File: src/rtl/fwd_scoreboard.sv
`default_nettype none
// ============================================================================
// Module   : fwd_scoreboard
// Purpose  : Operand-bypass and load-use interlock unit. Tracks the
//            destination tag {v, addr, rdy} of every instruction in the
//            DEPTH stages after ID. Per read port it selects either the
//            register-file value or the youngest in-flight result. It
//            raises a stall while a needed result is still being produced.
//            Saturating counters record stalled cycles and forwarded reads.
// Ports    : clk, rst (async, active high)     - clock / reset
//            adv, flush                        - pipeline advance / kill
//            iss_vld, iss_wen, iss_addr,
//            iss_rdy                           - ID-stage instruction tag
//            re, ra, rf_data                   - per-port read requests
//            stg_data                          - per-stage current results
//            fwd_data, fwd_sel                 - per-port selected operand
//            stall, stg_busy                   - interlock / tag valid bits
//            stall_cnt, fwd_cnt                - performance counters
// Revision : 1.0 - initial release
// ============================================================================
module fwd_scoreboard #(
    parameter  int XLEN  = 32,
    parameter  int AW    = 5,
    parameter  int DEPTH = 3,
    parameter  int NRD   = 2,
    parameter  int CNT_W = 32,
    localparam int SELW  = $clog2(DEPTH + 1)
) (
    input  logic                  clk,
    input  logic                  rst,
    input  logic                  adv,
    input  logic                  flush,
    input  logic                  iss_vld,
    input  logic                  iss_wen,
    input  logic [AW-1:0]         iss_addr,
    input  logic [SELW-1:0]       iss_rdy,
    input  logic [NRD-1:0]        re,
    input  logic [NRD*AW-1:0]     ra,
    input  logic [NRD*XLEN-1:0]   rf_data,
    input  logic [DEPTH*XLEN-1:0] stg_data,
    output logic [NRD*XLEN-1:0]   fwd_data,
    output logic [NRD*SELW-1:0]   fwd_sel,
    output logic                  stall,
    output logic [DEPTH-1:0]      stg_busy,
    output logic [CNT_W-1:0]      stall_cnt,
    output logic [CNT_W-1:0]      fwd_cnt
);

    localparam int              NW      = $clog2(NRD + 1);
    localparam int              CW1     = CNT_W + 1;
    localparam logic [SELW-1:0] RDY_MIN = SELW'(1);
    localparam logic [SELW-1:0] RDY_MAX = SELW'(DEPTH);

    // Tag storage; index 0 is stage 1 (EXE).
    logic [DEPTH-1:0]           tag_v;
    logic [DEPTH-1:0][AW-1:0]   tag_addr;
    logic [DEPTH-1:0][SELW-1:0] tag_rdy;

    logic [NRD-1:0]  hit;
    logic [NRD-1:0]  hazard;
    logic [NW-1:0]   nfwd;
    logic [SELW-1:0] iss_rdy_c;
    logic            iss_tag_v;
    logic [CW1-1:0]  fwd_sum;

    // A result is never ready before stage 1 nor later than the last tracked stage.
    always_comb begin
        iss_rdy_c = iss_rdy;
        if (iss_rdy == '0) begin
            iss_rdy_c = RDY_MIN;
        end else if (iss_rdy > RDY_MAX) begin
            iss_rdy_c = RDY_MAX;
        end
    end

    // Writes to r0 are discarded by the register file, so they are never tracked.
    assign iss_tag_v = iss_vld & iss_wen & (iss_addr != '0);

    // Per-port lookup: the first matching stage (youngest producer) decides.
    // An older producer of the same register is shadowed even when its result
    // is already available.
    always_comb begin
        hit      = '0;
        hazard   = '0;
        nfwd     = '0;
        fwd_sel  = '0;
        fwd_data = rf_data;
        for (int p = 0; p < NRD; p++) begin
            if (re[p] && (ra[p*AW +: AW] != '0)) begin
                for (int k = 0; k < DEPTH; k++) begin
                    if (!hit[p] && tag_v[k] && (tag_addr[k] == ra[p*AW +: AW])) begin
                        hit[p] = 1'b1;
                        if (SELW'(k + 1) >= tag_rdy[k]) begin
                            fwd_sel[p*SELW +: SELW]  = SELW'(k + 1);
                            fwd_data[p*XLEN +: XLEN] = stg_data[k*XLEN +: XLEN];
                            nfwd                     = nfwd + NW'(1);
                        end else begin
                            hazard[p] = 1'b1;
                        end
                    end
                end
            end
        end
    end

    assign stall    = iss_vld & (|hazard);
    assign stg_busy = tag_v;
    assign fwd_sum  = {1'b0, fwd_cnt} + CW1'(nfwd);

    always_ff @(posedge clk or posedge rst) begin
        if (rst) begin
            tag_v     <= '0;
            tag_addr  <= '0;
            tag_rdy   <= '0;
            stall_cnt <= '0;
            fwd_cnt   <= '0;
        end else begin
            if (adv) begin
                for (int k = 1; k < DEPTH; k++) begin
                    tag_v[k]    <= tag_v[k-1];
                    tag_addr[k] <= tag_addr[k-1];
                    tag_rdy[k]  <= tag_rdy[k-1];
                end
                // A stalled ID instruction re-issues later; a bubble goes down instead.
                tag_v[0]    <= iss_tag_v & ~stall;
                tag_addr[0] <= iss_addr;
                tag_rdy[0]  <= iss_rdy_c;
            end
            // Kill overrides the shift; later non-blocking write wins.
            if (flush) begin
                tag_v <= '0;
            end

            if (adv && stall && (stall_cnt != '1)) begin
                stall_cnt <= stall_cnt + CNT_W'(1);
            end

            if (adv && !stall) begin
                if (fwd_sum[CNT_W]) begin
                    fwd_cnt <= '1;
                end else begin
                    fwd_cnt <= fwd_sum[CNT_W-1:0];
                end
            end
        end
    end

endmodule
`default_nettype wire

File: config.mk
export PLATFORM = sky130hd
export DESIGN_NAME = fwd_scoreboard
export DESIGN_NICKNAME = d
export VERILOG_FILES = /design/src/rtl/fwd_scoreboard.sv
export SDC_FILE = /design/constraint.sdc
export NUM_CORES = 1
export LEC_CHECK = 0
export ABC_AREA = 1
export CORE_MARGIN = 2
export CORE_UTILIZATION = 30
export CTS_CLUSTER_DIAMETER = 200
export CTS_CLUSTER_SIZE = 24
export DETAILED_ROUTE_END_ITERATION = 7
export DONT_BUFFER_PORTS = 1
export MAX_ROUTING_LAYER = met4
export PLACE_DENSITY_LB_ADDON = 0.2
export SLEW_MARGIN = 10
export SYNTH_ARGS = -nofsm -noshare
export SYNTH_HDL_FRONTEND = slang
export SYNTH_SLANG_ARGS = --single-unit
File: constraint.sdc
create_clock -name clk -period 3.6 [get_ports clk]
set_clock_uncertainty 0.05 [all_clocks]
set_input_delay 0.72 -clock clk [delete_from_list [all_inputs] [get_ports clk]]
set_output_delay 0.72 -clock clk [all_outputs]
set_load 0.005 [all_outputs]
==> summary.md, run 1 <==
| Metric | Value |
|---|---|
| Status | finished clean |
| CP startpoint | tag_addr[4]$_DFFE_PP0P_ |
| Part of the power in registers | 0.437 |
| Fin cells | 1,794 |
| DRT Wirelength | 34,300 um |
| Die Footprint | approximately 0.030 sq mm |
| Final ANT Viol Nets | 0 |
| Combinational fraction of design power | 0.169 |
| RSZ-0062 raised after global routing | yes |
| Seq cells post-synth | 86 |
| Htree depth | 3 |
| Buffers & Inverters on Critical Path | 6 |
| Top cells by count, synth | nand2_1, o21ai_0, inv_1 |
| GR Layer Usage met3 | 0.0568 |
| Power share of the clock group | 0.393 |
| Clk root buf | clkbuf_16 |
| Cell mode on critical path | nor2_4 |
| Switching Fraction | 0.313 |
| Die H | 172 um |
| CP max FO | 7 |
| Drc violations | 0 |
| Int Pwr | 1.64 mW |
| Core footprint | about 0.028 sq mm |
| Total grt overflow | 0 |
| Hold Path Class | in2async |
| N_diodes | 0 |
| Placed insts | 1,765 |
| Fraction of layout cells with a size suffix above 1 | 0.136 |
| Boundary pin count | about 320 |
| First-pass GRT wire length | 50,200 um |
| Synth top area cells | dfrtp_1, nand2_1, o21ai_0, inv_1, nor2_1 |
| Cell with the most instances after synthesis | nand2_1 |
| Post-route cell area | between 0.009 and 0.01 sq mm |
| Main flop type after synthesis | dfrtp_1 |
| Cell Area, Synth | roughly 0.0085 sq mm |
| Psw | 746 uW |
| Worst-path cell chain | buf_4, o21ai_1, nor2_1, nand3_2, buf_4, nor2_4, nor2_4, inv_1, nand2_4, nand2_1, nand2_1, nand3_2, nand2_2, ha_4, fa_2, inv_2, nor3_4, nand2_2, nor2_4, nand4_1, buf_6, buf_6, and3b_1, o21ai_2 |
| Row count | 61 |
| Worst Max-Slew Pin Slew | 0.644 ns |
| Crit path arrival time | roughly 3.7 ns |
| Tmin final | 3.46 ns |
| Die Width | between 150 and 200 um |
| WL per Instance | 19.1 um |
| GRT Total Usage | 0.224 |
| Initial antenna violation count | 0 |
| DP HPWL | around 26,000 um |
| Delay-heaviest family, CP | simple AND/OR/NAND/NOR gates |
| Initial drt markers | around 720 |
| Number of flops mapped to enable cells by yosys | 0 |
| Power Density | 247 mW/mm^2 |
| Final setup viols | 0 |
| Max Cap Viol | 0 |
| Max stage delay on crit path | approximately 0.43 ns |
| Placement Cell Area | 0.00912 sq mm |
| CTS tree | done |
| Synthesized Nets | 1,590 |
| CTS sink count | 86 |
| Worst reg2reg endpoint | fwd_cnt[17]$_DFFE_PP0P_ |
| Total CTS buffers | 9 |
| PortBufs | 0 |
| Post-synthesis cell count | 1,401 |
| Reg2Reg Launch Point | tag_addr[4]$_DFFE_PP0P_ |
| Peak VDD IR | 0.213 mV |
| Syn Area/Cell | 6.07 sq um |
| Max clock buf depth | 2 |
| Crit end category | flip-flop |
| Distinct cells, synth | 44 |
| M1 GR Usage | 0.281 |
| WS Path Type | reg2reg |
| Final Max Slew Viols | 0 |
| Clock-pin slew on the worst setup and hold paths | roughly 0.080 ns |
| Nets | roughly 1.6k |
| Largest area contributor in the netlist | dfrtp_1 |
| Synth warn | 0 |
| Largest net degree at the start of global routing | 66 |
| Met2 Resource Use GR | 0.361 |
| R2R depth | 24 |
| Finished Core Util | 0.347 |
| Layout area overhead | 13.7% |
| Slew headroom | 0.567 |
| Global route hottest layer | met2 |
| Slowest stage cell, crit path | dfrtp_1 |
| Post-CTS Hold Buffers | 0 |
| Area share of the largest cell type after synthesis | 0.253 |
| Register area share after synthesis | 0.253 |
| Final Wtd Congestion | approximately 0.89 |
| Leakage power | 4.18 nW |
| Drt pass-1 iters | 5 |
| Vias | roughly 9.5k |
| Worst skew pair latency | 0.35 ns |
| Req. time, crit path | 3.83 ns |
| Final count of hold timing violations | 0 |
| Initial core utilization | 0.305 |
| Fin crit share | 0.962 |
| Vias per Instance | around 5.3 |
| Vias in the first global route | 8,598 |
| Ys async rst share | 1.00 |
| R2R Setup Slk | 0.14 ns |
| TNS Setup | 0 ns |
| Critical Path Source Type | flip-flop |
| Peak Freq | around 290 MHz |
## how the worst max path moves through the flow
stage | to | slack [ns] | cells past startpoint
after CTS | fwd_cnt[28]$_DFFE_PP0P_ | 0.19 | 24
after global routing | fwd_cnt[17]$_DFFE_PP0P_ | -0.07 | 23
after detailed placement | fwd_cnt[27]$_DFFE_PP0P_ | -0.05 | 26
after global placement | fwd_cnt[27]$_DFFE_PP0P_ | -0.03 | 26
after floorplan | fwd_cnt[11]$_DFFE_PP0P_ | 0.04 | 20
final | fwd_cnt[17]$_DFFE_PP0P_ | 0.14 | 24
## state kept, by name (all words and copies together) (netlist names)
register / cells
tag_addr: 15
stg_busy: 3
tag_rdy: 4
fwd_cnt: 32
stall_cnt: 32
## cell type report
class	count	area, sq um
inverters	153	577
clock inverters	6	52.6
clock buffers	10	239
repair buffers	70	593
multi-input cells	1091	5580
fillers	3119	18200
flip-flops and latches	86	2150
well taps	378	473
## repair_timing
action                                  4_1_cts  5_1_grt
endpoints found under the hold margin         0        0
setup buffers                                 0       10
endpoints found under the setup margin        0       33
gates resized for setup                       0       52
## placed cells by master (no fill, tap or decap), types with 9 or more instances in the layout
cell type	synthesis	routed
inv_1	142	135
a32o_1	31	31
a21oi_1	42	40
xor2_1	25	25
o21ai_1	21	21
nand3_1	75	71
inv_2	11	17
xnor2_1	16	16
o21ai_0	151	150
clkbuf_16	0	9
buf_4	3	59
o22ai_1	32	32
nand2_1	434	426
nor4_1	12	12
nor3_1	22	22
nand3_2	5	9
o21ai_2	9	10
or2_2	32	32
dfrtp_1	86	86
nand4_1	19	19
nor2_1	109	104
and3_1	17	13
nand2_2	6	11
## metal layers
layer | vias up | part of all wire
met1 | 4359 | 0.42
met3 | 56 | 0.086
met4 | 0 | 0.022
met2 | 432 | 0.47
met5 | - | 0
li1 | 4637 | -
## power by group through the flow
stage                     clock network (mW)  registers (mW)  logic (mW)
after floorplan                            0            1.04       0.295
after global placement                     0            1.06       0.383
after detailed placement                   0            1.06       0.381
after CTS                              0.962            1.04       0.383
after global routing                    1.01            1.05       0.460
final                                  0.938            1.04       0.404
## logic make-up (layout without fill, tap and decap cells)
group,count (synthesis),count (layout),share of synthesized area
and+or+nand+nor,755,755,0.392
AOI/OAI and AO/OA,291,291,0.200
xor gates and xnor gates,41,41,0.0422
adders and majority gates,4,4,0.00677
DFF,86,86,0.253
buffers and inverters,224,239,0.106
## per-stage QoR
| step | total power [mW] | hold slack (ns) | setup WS, ns |
|---|---|---|---|
| finish | 2.38 | 0.263 | 0.138 |
| global route | 2.52 | 0.310 | -0.0653 |
| CTS | 2.39 | 0.301 | 0.189 |
| detailed placement | 1.44 | 0.431 | -0.0545 |
| global placement | 1.45 | 0.417 | -0.0305 |
| floorplan | 1.34 | 0.403 | 0.0400 |
Power figures use the tool's default switching activity.
==> inputs of run 2 (changes only) <==
Settings changed: SLEW_MARGIN 10 to 15.
==> results of run 2 <==
The final DEF is identical to that of run 1; final timing and power are the same.
